===== src/rtl/update_knn8_topk_insert_if.sv =====
// Bundle of the control, sample-stream and read-port signals of update_knn8_topk_insert.
//   master : driver side (issues start/samples, reads the list back)
//   slave  : the top-K block itself
//   start/n_samples       run control
//   in_valid/in_ready     sample handshake carrying in_dist/in_label
//   busy/done             run status
//   rd_idx -> rd_dist/rd_label (registered), min_dist/min_label (direct)
interface update_knn8_topk_insert_if #(
  parameter int unsigned KNN_K   = 8,
  parameter int unsigned DATA_W  = 32,
  parameter int unsigned LABEL_W = 4,
  parameter int unsigned CNT_W   = 16
);
  localparam int unsigned IdxW = $clog2(KNN_K);

  logic               start;
  logic [CNT_W-1:0]   n_samples;
  logic               in_valid;
  logic               in_ready;
  logic [DATA_W-1:0]  in_dist;
  logic [LABEL_W-1:0] in_label;
  logic               busy;
  logic               done;
  logic [IdxW-1:0]    rd_idx;
  logic [DATA_W-1:0]  rd_dist;
  logic [LABEL_W-1:0] rd_label;
  logic [DATA_W-1:0]  min_dist;
  logic [LABEL_W-1:0] min_label;

  modport master (
    output start, n_samples, in_valid, in_dist, in_label, rd_idx,
    input  in_ready, busy, done, rd_dist, rd_label, min_dist, min_label
  );

  modport slave (
    input  start, n_samples, in_valid, in_dist, in_label, rd_idx,
    output in_ready, busy, done, rd_dist, rd_label, min_dist, min_label
  );
endinterface


===== src/rtl/update_knn8_topk_insert.sv =====
// Keeps the KNN_K smallest (distance, label) pairs seen during a run, sorted ascending, by
// single-cycle parallel compare-and-shift insertion. Entry 0 holds the smallest distance.
//   clk, reset : clock and asynchronous active-high reset
//   bus        : slave side of update_knn8_topk_insert_if (control, sample stream, read port)
module update_knn8_topk_insert #(
  parameter int unsigned KNN_K   = 8,
  parameter int unsigned DATA_W  = 32,
  parameter int unsigned LABEL_W = 4,
  parameter int unsigned CNT_W   = 16
) (
  input  logic                         clk,
  input  logic                         reset,
  update_knn8_topk_insert_if.slave     bus
);

  typedef enum logic [1:0] {StIdle, StRun, StDone} state_e;

  state_e             state_q, state_d;
  logic [CNT_W-1:0]   count_q, count_d;
  logic [CNT_W-1:0]   n_lat_q, n_lat_d;
  logic [DATA_W-1:0]  dist_q  [KNN_K];
  logic [DATA_W-1:0]  dist_d  [KNN_K];
  logic [LABEL_W-1:0] label_q [KNN_K];
  logic [LABEL_W-1:0] label_d [KNN_K];
  logic [DATA_W-1:0]  rd_dist_q, rd_dist_d;
  logic [LABEL_W-1:0] rd_label_q, rd_label_d;

  logic             in_ready;
  logic             accept;
  logic [KNN_K-1:0] le;

  assign in_ready = (state_q == StRun) && !bus.start && (count_q != n_lat_q);
  assign accept   = bus.in_valid && in_ready;

  // The list is sorted, so le is a thermometer code: entries below the insertion point are set.
  always_comb begin
    le = '0;
    for (int unsigned i = 0; i < KNN_K; i++) begin
      le[i] = (dist_q[i] <= bus.in_dist);
    end
  end

  always_comb begin
    state_d    = state_q;
    count_d    = count_q;
    n_lat_d    = n_lat_q;
    dist_d     = dist_q;
    label_d    = label_q;
    rd_dist_d  = dist_q[bus.rd_idx];
    rd_label_d = label_q[bus.rd_idx];

    if (bus.start) begin
      state_d = StRun;
      count_d = '0;
      n_lat_d = bus.n_samples;
      for (int unsigned i = 0; i < KNN_K; i++) begin
        dist_d[i]  = '1;
        label_d[i] = '0;
      end
    end else if (state_q == StRun) begin
      if (accept) begin
        count_d = count_q + CNT_W'(1);
        // Keep entries at or below the insertion point, drop the sample in at the first
        // larger entry, shift the rest up by one; the old last entry falls off.
        dist_d[0]  = le[0] ? dist_q[0]  : bus.in_dist;
        label_d[0] = le[0] ? label_q[0] : bus.in_label;
        for (int unsigned i = 1; i < KNN_K; i++) begin
          if (le[i]) begin
            dist_d[i]  = dist_q[i];
            label_d[i] = label_q[i];
          end else if (le[i-1]) begin
            dist_d[i]  = bus.in_dist;
            label_d[i] = bus.in_label;
          end else begin
            dist_d[i]  = dist_q[i-1];
            label_d[i] = label_q[i-1];
          end
        end
      end else if (count_q == n_lat_q) begin
        state_d = StDone;
      end
    end
  end

  always_ff @(posedge clk or posedge reset) begin
    if (reset) begin
      state_q    <= StIdle;
      count_q    <= '0;
      n_lat_q    <= '0;
      rd_dist_q  <= '1;
      rd_label_q <= '0;
      for (int unsigned i = 0; i < KNN_K; i++) begin
        dist_q[i]  <= '1;
        label_q[i] <= '0;
      end
    end else begin
      state_q    <= state_d;
      count_q    <= count_d;
      n_lat_q    <= n_lat_d;
      rd_dist_q  <= rd_dist_d;
      rd_label_q <= rd_label_d;
      dist_q     <= dist_d;
      label_q    <= label_d;
    end
  end

  assign bus.in_ready  = in_ready;
  assign bus.busy      = (state_q == StRun);
  assign bus.done      = (state_q == StDone);
  assign bus.rd_dist   = rd_dist_q;
  assign bus.rd_label  = rd_label_q;
  assign bus.min_dist  = dist_q[0];
  assign bus.min_label = label_q[0];

endmodule


===== src/flat_wrapper.sv =====
// flat-port wrapper written by rule: the top's interface ports become plain ports
module update_knn8_topk_insert_flat 
#(
  parameter int unsigned KNN_K   = 8,
  parameter int unsigned DATA_W  = 32,
  parameter int unsigned LABEL_W = 4,
  parameter int unsigned CNT_W   = 16
)
  (clk, reset, bus_start, bus_n_samples, bus_in_valid, bus_in_dist, bus_in_label, bus_rd_idx, bus_in_ready, bus_busy, bus_done, bus_rd_dist, bus_rd_label, bus_min_dist, bus_min_label);
  update_knn8_topk_insert_if #(.KNN_K(KNN_K), .DATA_W(DATA_W), .LABEL_W(LABEL_W), .CNT_W(CNT_W)) bus_i ();
  input  logic clk;
  input  logic reset;
  input wire logic [$bits(bus_i.start)-1:0] bus_start;
  input wire logic [$bits(bus_i.n_samples)-1:0] bus_n_samples;
  input wire logic [$bits(bus_i.in_valid)-1:0] bus_in_valid;
  input wire logic [$bits(bus_i.in_dist)-1:0] bus_in_dist;
  input wire logic [$bits(bus_i.in_label)-1:0] bus_in_label;
  input wire logic [$bits(bus_i.rd_idx)-1:0] bus_rd_idx;
  output wire logic [$bits(bus_i.in_ready)-1:0] bus_in_ready;
  output wire logic [$bits(bus_i.busy)-1:0] bus_busy;
  output wire logic [$bits(bus_i.done)-1:0] bus_done;
  output wire logic [$bits(bus_i.rd_dist)-1:0] bus_rd_dist;
  output wire logic [$bits(bus_i.rd_label)-1:0] bus_rd_label;
  output wire logic [$bits(bus_i.min_dist)-1:0] bus_min_dist;
  output wire logic [$bits(bus_i.min_label)-1:0] bus_min_label;
  assign bus_i.start = bus_start;
  assign bus_i.n_samples = bus_n_samples;
  assign bus_i.in_valid = bus_in_valid;
  assign bus_i.in_dist = bus_in_dist;
  assign bus_i.in_label = bus_in_label;
  assign bus_i.rd_idx = bus_rd_idx;
  assign bus_in_ready = bus_i.in_ready;
  assign bus_busy = bus_i.busy;
  assign bus_done = bus_i.done;
  assign bus_rd_dist = bus_i.rd_dist;
  assign bus_rd_label = bus_i.rd_label;
  assign bus_min_dist = bus_i.min_dist;
  assign bus_min_label = bus_i.min_label;
  update_knn8_topk_insert #(.KNN_K(KNN_K), .DATA_W(DATA_W), .LABEL_W(LABEL_W), .CNT_W(CNT_W)) u_core (.clk(clk), .reset(reset), .bus(bus_i));
endmodule

===== config.mk =====
export PLATFORM = sky130hd
export DESIGN_NAME = update_knn8_topk_insert_flat
export DESIGN_NICKNAME = d
export VERILOG_FILES = /design/src/rtl/update_knn8_topk_insert_if.sv /design/src/rtl/update_knn8_topk_insert.sv /design/src/flat_wrapper.sv
export SDC_FILE = /design/constraint.sdc
export NUM_CORES = 1
export LEC_CHECK = 0
export ABC_AREA = 1
export CAP_MARGIN = 30
export CORE_AREA = 2 2 223 225
export DETAILED_ROUTE_END_ITERATION = 12
export DIE_AREA = 0 0 225 227
export GPL_TIMING_DRIVEN = 0
export MAX_ROUTING_LAYER = met4
export PLACE_DENSITY = 0.84
export SLEW_MARGIN = 20
export SYNTH_ARGS = -nofsm -noshare
export SYNTH_HDL_FRONTEND = slang
export SYNTH_SLANG_ARGS = --single-unit

===== constraint.sdc =====
create_clock -name clk -period 12.6 [get_ports clk]
set_input_delay 3.15 -clock clk [delete_from_list [all_inputs] [get_ports clk]]
set_output_delay 3.15 -clock clk [all_outputs]
set_load 0.02 [all_outputs]

==> After elaboration in Yosys (flattened, before gate mapping) <==
Index checks and enable logic that the tools add are counted.
{ "word_totals": {"ff_bits": 358, "ramBits": 0, "mem_bits_ro": 0, "n_memories": 0, "inputBits": 59, "latchBits": 0, "out_inout_bits": 75} }
{ "op_classes": {"div_mod_pow": 0, "magnitude_cmp": 9, "n_reduce_logical": 17, "addsub": 1, "n_eq_ne": 13, "mux": 49, "n_bitwise": 1, "n_shift": 0, "multipliers": 0} }
{ "ops": {"columns": ["cell", "count"], "rows": [
  ["two-way mux 256 bit", 3],
  ["two-way mux 32 bit", 20],
  ["less-or-equal comparator 32 bit", 8],
  ["binary-select mux 32 bit (select 3 bit)", 1],
  ["two-way mux 4 bit", 17],
  ["two-way mux 16 bit", 3],
  ["AND reduction 3 bit", 9],
  ["inequality test 2 bit (second input constant)", 9],
  ["adder 16 x 1 -> 16 bit (second input constant)", 1],
  ["equality test 16 bit", 1],
  ["inequality test 16 bit", 1],
  ["binary-select mux 4 bit (select 3 bit)", 1],
  ["two-way mux 2 bit", 4],
  ["nonzero test 2 bit", 3],
  [">= comparator 4 bit (second input constant)", 1],
  ["NOT 3 -> 4 bit", 1],
  ["logical AND 1 bit", 3],
  ["equality test 2 x 1 -> 1 bit (second input constant)", 1],
  ["equality test 2 bit (second input constant)", 1],
  ["AND reduction 2 bit", 1],
  ["zero test 1 bit", 1]
]} }

==> Longest topological paths before layout <==
{ "logic_depth": {"word_depth": 7, "ltp_mapped": 20, "ltp_nobuf": 18} }

==> Worst setup path after synthesis <==
OpenSTA, ideal clock, no wires.
{ "synth_timing": {"path_kind": "in2out", "from": "in bus_start", "to": "out bus_in_ready", "path_slack_ns": 5.588, "stages": 4, "required_time_ns": 9.450, "t_arrival_ns": 3.862, "path_buffers": 1, "cell_sequence": "clkbuf_1 nor3_2 nand2_1 inv_1"} }
{ "synth_between": {"elab_chain_len": 3} }
{ "synth_lines": {"columns": ["element", "line_no", "rtl"], "rows": [
  ["start: declaration", "flat_wrapper.sv:13", "input wire logic [$bits(bus_i.start)-1:0] bus_start;"],
  ["zero test 1 bit", "update_knn8_topk_insert.sv:32", "assign in_ready = (state_q == StRun) && !bus.start && (count_q != n_lat_q);"],
  ["logical AND 1 bit (2 in series)", "update_knn8_topk_insert.sv:32", null],
  ["end: declaration", "flat_wrapper.sv:19", "output wire logic [$bits(bus_i.in_ready)-1:0] bus_in_ready;"]
]} }
Every way passes these cells.

==> Worst setup path in the final report <==
Same ends and word-level chain as after synthesis.

==> results.md <==
* Max Clock Skew at 0.0294 ns
* Core ar. at 48,500 um2
* First-pass iteration count of the detailed router at 7
* Antenna fix cells at 0
* Final setup TNS at 0 ns
* Post-synthesis simple-gate area fraction at 32.1%
* Die Y at 227 um
* Combinational share of power at 29.5%
* Compound-Gate Fraction of Synth Area at 12.4%
* RSZ-0062 raised after global routing: no
* Total Wirelength at 102,000 um
* Inserted Clock Buffers at 43
* Hold Slack at 0.500 ns
* WP data required at 9.45 ns
* CP Data Arrival Time at 4.43 ns
* Startpoint types: input pin
* Post-Synth Adder-Cell Area at 12.1%
* Starting DRT DRC Count at 3,768
* Total track usage at 40.7%
* I/O pins at 134
* Max Slew Vio Count at 0
* Ys async rst share at 100%
* Mapped Nets at 4,080
* Gr ovfl total at 0
* Cells after Synth at 3,764
* GP Congestion at 1.07
* LEAKAGE at 13.9 nW
* Synth top area share at 28.5%
* Commonest non-fill, non-tap cell in the layout: nand2_1
* Cell taking the most area after synthesis: dfstp_2
* Pin count of the biggest net entering global routing at 36
* Net Sw Power at 1.42 mW
* Power density over cell area at 128 nW/um2
* Maxcap violations at 0
* Non-filler instance count after layout at 4,604
* Slew headroom at 34.6%
* Nets at 4,265
* Final setup fails at 0
* Mean post-synth cell area at 7.07 um2
* Most frequent cells in the layout: nand2_1 (1,077), nor2_1 (452), nand3_1 (384)
* Antenna-violating nets left at 0
* Port bufs at 126
* RR Startpoint: u_core.bus.min_dist[17]
* Main combinational cell family by area after synthesis: simple AND/OR/NAND/NOR gates
* Clock sink count at 358
* Post-Synth XOR/XNOR Area at 0.165%
* Ys flop type: dfstp_2
* Highest net fanout along the worst path at 5
* Status: complete, no violations
* Initial antenna violation count at 1
* Die W at 225 um
* Clk buf depth at 3
* DR vias at 28.1k
* Post-synth EDFFs at 0
* Maximum VDD drop at 0.000111 V
* Die area at 51,100 um2
* First-pass GRT wire length at 152,000 um
* Initial Util at 54.8%
* Synth unique cells at 34
* Synth area leaders: dfstp_2 (28%), nand2_1 (15%), ha_1 (12%)
* Max frequency at 132 MHz
* Flop pwr share at 36.7%
* Sw Ratio at 36.5%
* Vias per cell at 6.10
* Cts-stage hold buffer count at 0
* Sequential share of the synthesized area at 35.0%
* Share of layout cells above drive strength 1 at 13.6%
* Worst skew pair latency at 0.61 ns
* Worst Tran Pin Value at 0.981 ns
* # placed instances at 4,526
* Multiplexer share of the synthesized area at 0%
* WL/cell at 22.1 um
* Worst setup path class: input pin to output port
* Synth warn at 0
* Worst slack, placed at 5.01 ns
* Clock network power share at 33.8%
* Final HPWL DP at 73,500 um
* Min cycle time layout at 7.58 ns
* CP endpoint kind: output port
* Worst Slack Setup Final at 5.02 ns
* Cell internal pwr at 2.47 mW
* Fin crit share at 60.2%
* Hold Path Class: flop to flop
* Number of global-route vias before repair at 26.3k
* Hold Vio Cnt, Final at 0
* Post-CTS Setup Inserts at 0
* Area grow syn2layout at 14.1%
* HP Start: u_core.n_lat_q[11]
* Post-synth design cell area at 26,600 um2
* Drt drc at 0
* Setup crit start: bus_start
* Worst-path clk slew at 0.06 ns
* CTS Root Cell: clkbuf_16
* Post-CTS sizing at 0
* CTS tree: yes
* Core Rows at 81
* Yosys reg bits at 358
* H-tree levels at 2
-- path summary, 6_finish.rpt --
| check | endpoint | slack [ns] | cells after the start |
|---|---|---|---|
| max | bus_in_ready | 5.02 | 5 |
| min | u_core.n_lat_q[11] | 0.50 | 2 |
| max reg2reg | u_core.dist_q[194] | 8.87 | 16 |
| min reg2reg | u_core.n_lat_q[11] | 0.50 | 2 |
| max in group asynchronous | u_core.bus.min_dist[12] | 8.17 | 7 |
| min in group asynchronous | u_core.n_lat_q[8] | 2.90 | 2 |
-- metal layers --
layer / up-vias / GRT usage, % / share of wire (%) / wire length (um)
met2: 1874 / 58.0 / 42 / 42600
met1: 13000 / 50.9 / 38 / 38400
met5: - / - / 0 / 0
li1: 12800 / - / - / -
met4: 0 / 29.2 / 8.0 / 8130
met3: 500 / 9.50 / 12 / 12500
-- flip-flops by register name, summed over array words and instances, names as in the netlist --
signal and flops:
u_core.bus.rd_dist 32, u_core.bus.rd_label 4, u_core.bus.min_dist 32, u_core.n_lat_q 16
u_core.count_q 16, u_core.bus.min_label 4, u_core.label_q 28, u_core.dist_q 224
u_core.state_q 2
-- area by class of cell --
cell class                 count  area, um2
sequential                   358       9320
clock buffer                  62       1270
tap                          622        778
clock inverter                16        178
inverter                     232        875
multi-input combinational   2920      15100
fill                        4364      18200
buffer                       254       1320
timing repair buffer         140       1530
-- cells by family (layout without fill, tap and decap cells) --
logic type	after synthesis	in the layout
and+or+nand+nor	2036	2036
AOI/OAI and AO/OA	622	622
buffers and inverters	486	704
DFF	358	358
adders and majority gates	257	257
xor gates and xnor gates	5	5
-- synthesized netlist by cell type, types with 3 or more instances --
library cell  instances
a21oi_1             332
nor3_1                7
buf_2                58
a31oi_1              36
nand3b_1             60
o21a_1                9
inv_1               215
nand3_1             384
dfstp_2             288
xor2_1                5
inv_2                14
o31ai_1               3
nor2_2               22
nand2_1            1077
buf_1                13
o21ai_0             200
nand3_4               3
buf_4                61
clkbuf_1            114
clkinv_1              3
nor2_1              452
o211ai_1             31
dfrtp_1              70
nor4_1                3
a21o_1                9
buf_6                 8
ha_1                257
nand4_1              23
-- power groups by stage --
stage | combinational, mW | sequential [mW] | clock, mW
final | 1.15 | 1.43 | 1.32
after detailed placement | 1.10 | 1.44 | 0
after floorplan | 0.708 | 1.42 | 0
after global placement | 1.07 | 1.44 | 0
after global routing | 1.25 | 1.44 | 1.35
after CTS | 1.11 | 1.42 | 1.31
-- through the flow --
| step | cell area (um2) | utilization (%) | power, mW |
|---|---|---|---|
| 2_1_floorplan | 26600 | - | 2.13 |
| 3_5_place_dp | 28900 | 59.6 | 2.54 |
| 3_3_place_gp | 28600 | 59.0 | 2.50 |
| 6_report | 30400 | 62.5 | 3.89 |
| 4_1_cts | 30400 | 62.5 | 3.84 |
| 5_1_grt | 30400 | 62.5 | 4.05 |
-- worst max-delay path, cell delays in order --
cell and delay (ns):
clkbuf_1 0.20, nor3_2 0.35, nand2_1 0.09, inv_1 0.05
clkdlybuf4s50_1 0.59
Power figures use the tool's default switching activity.
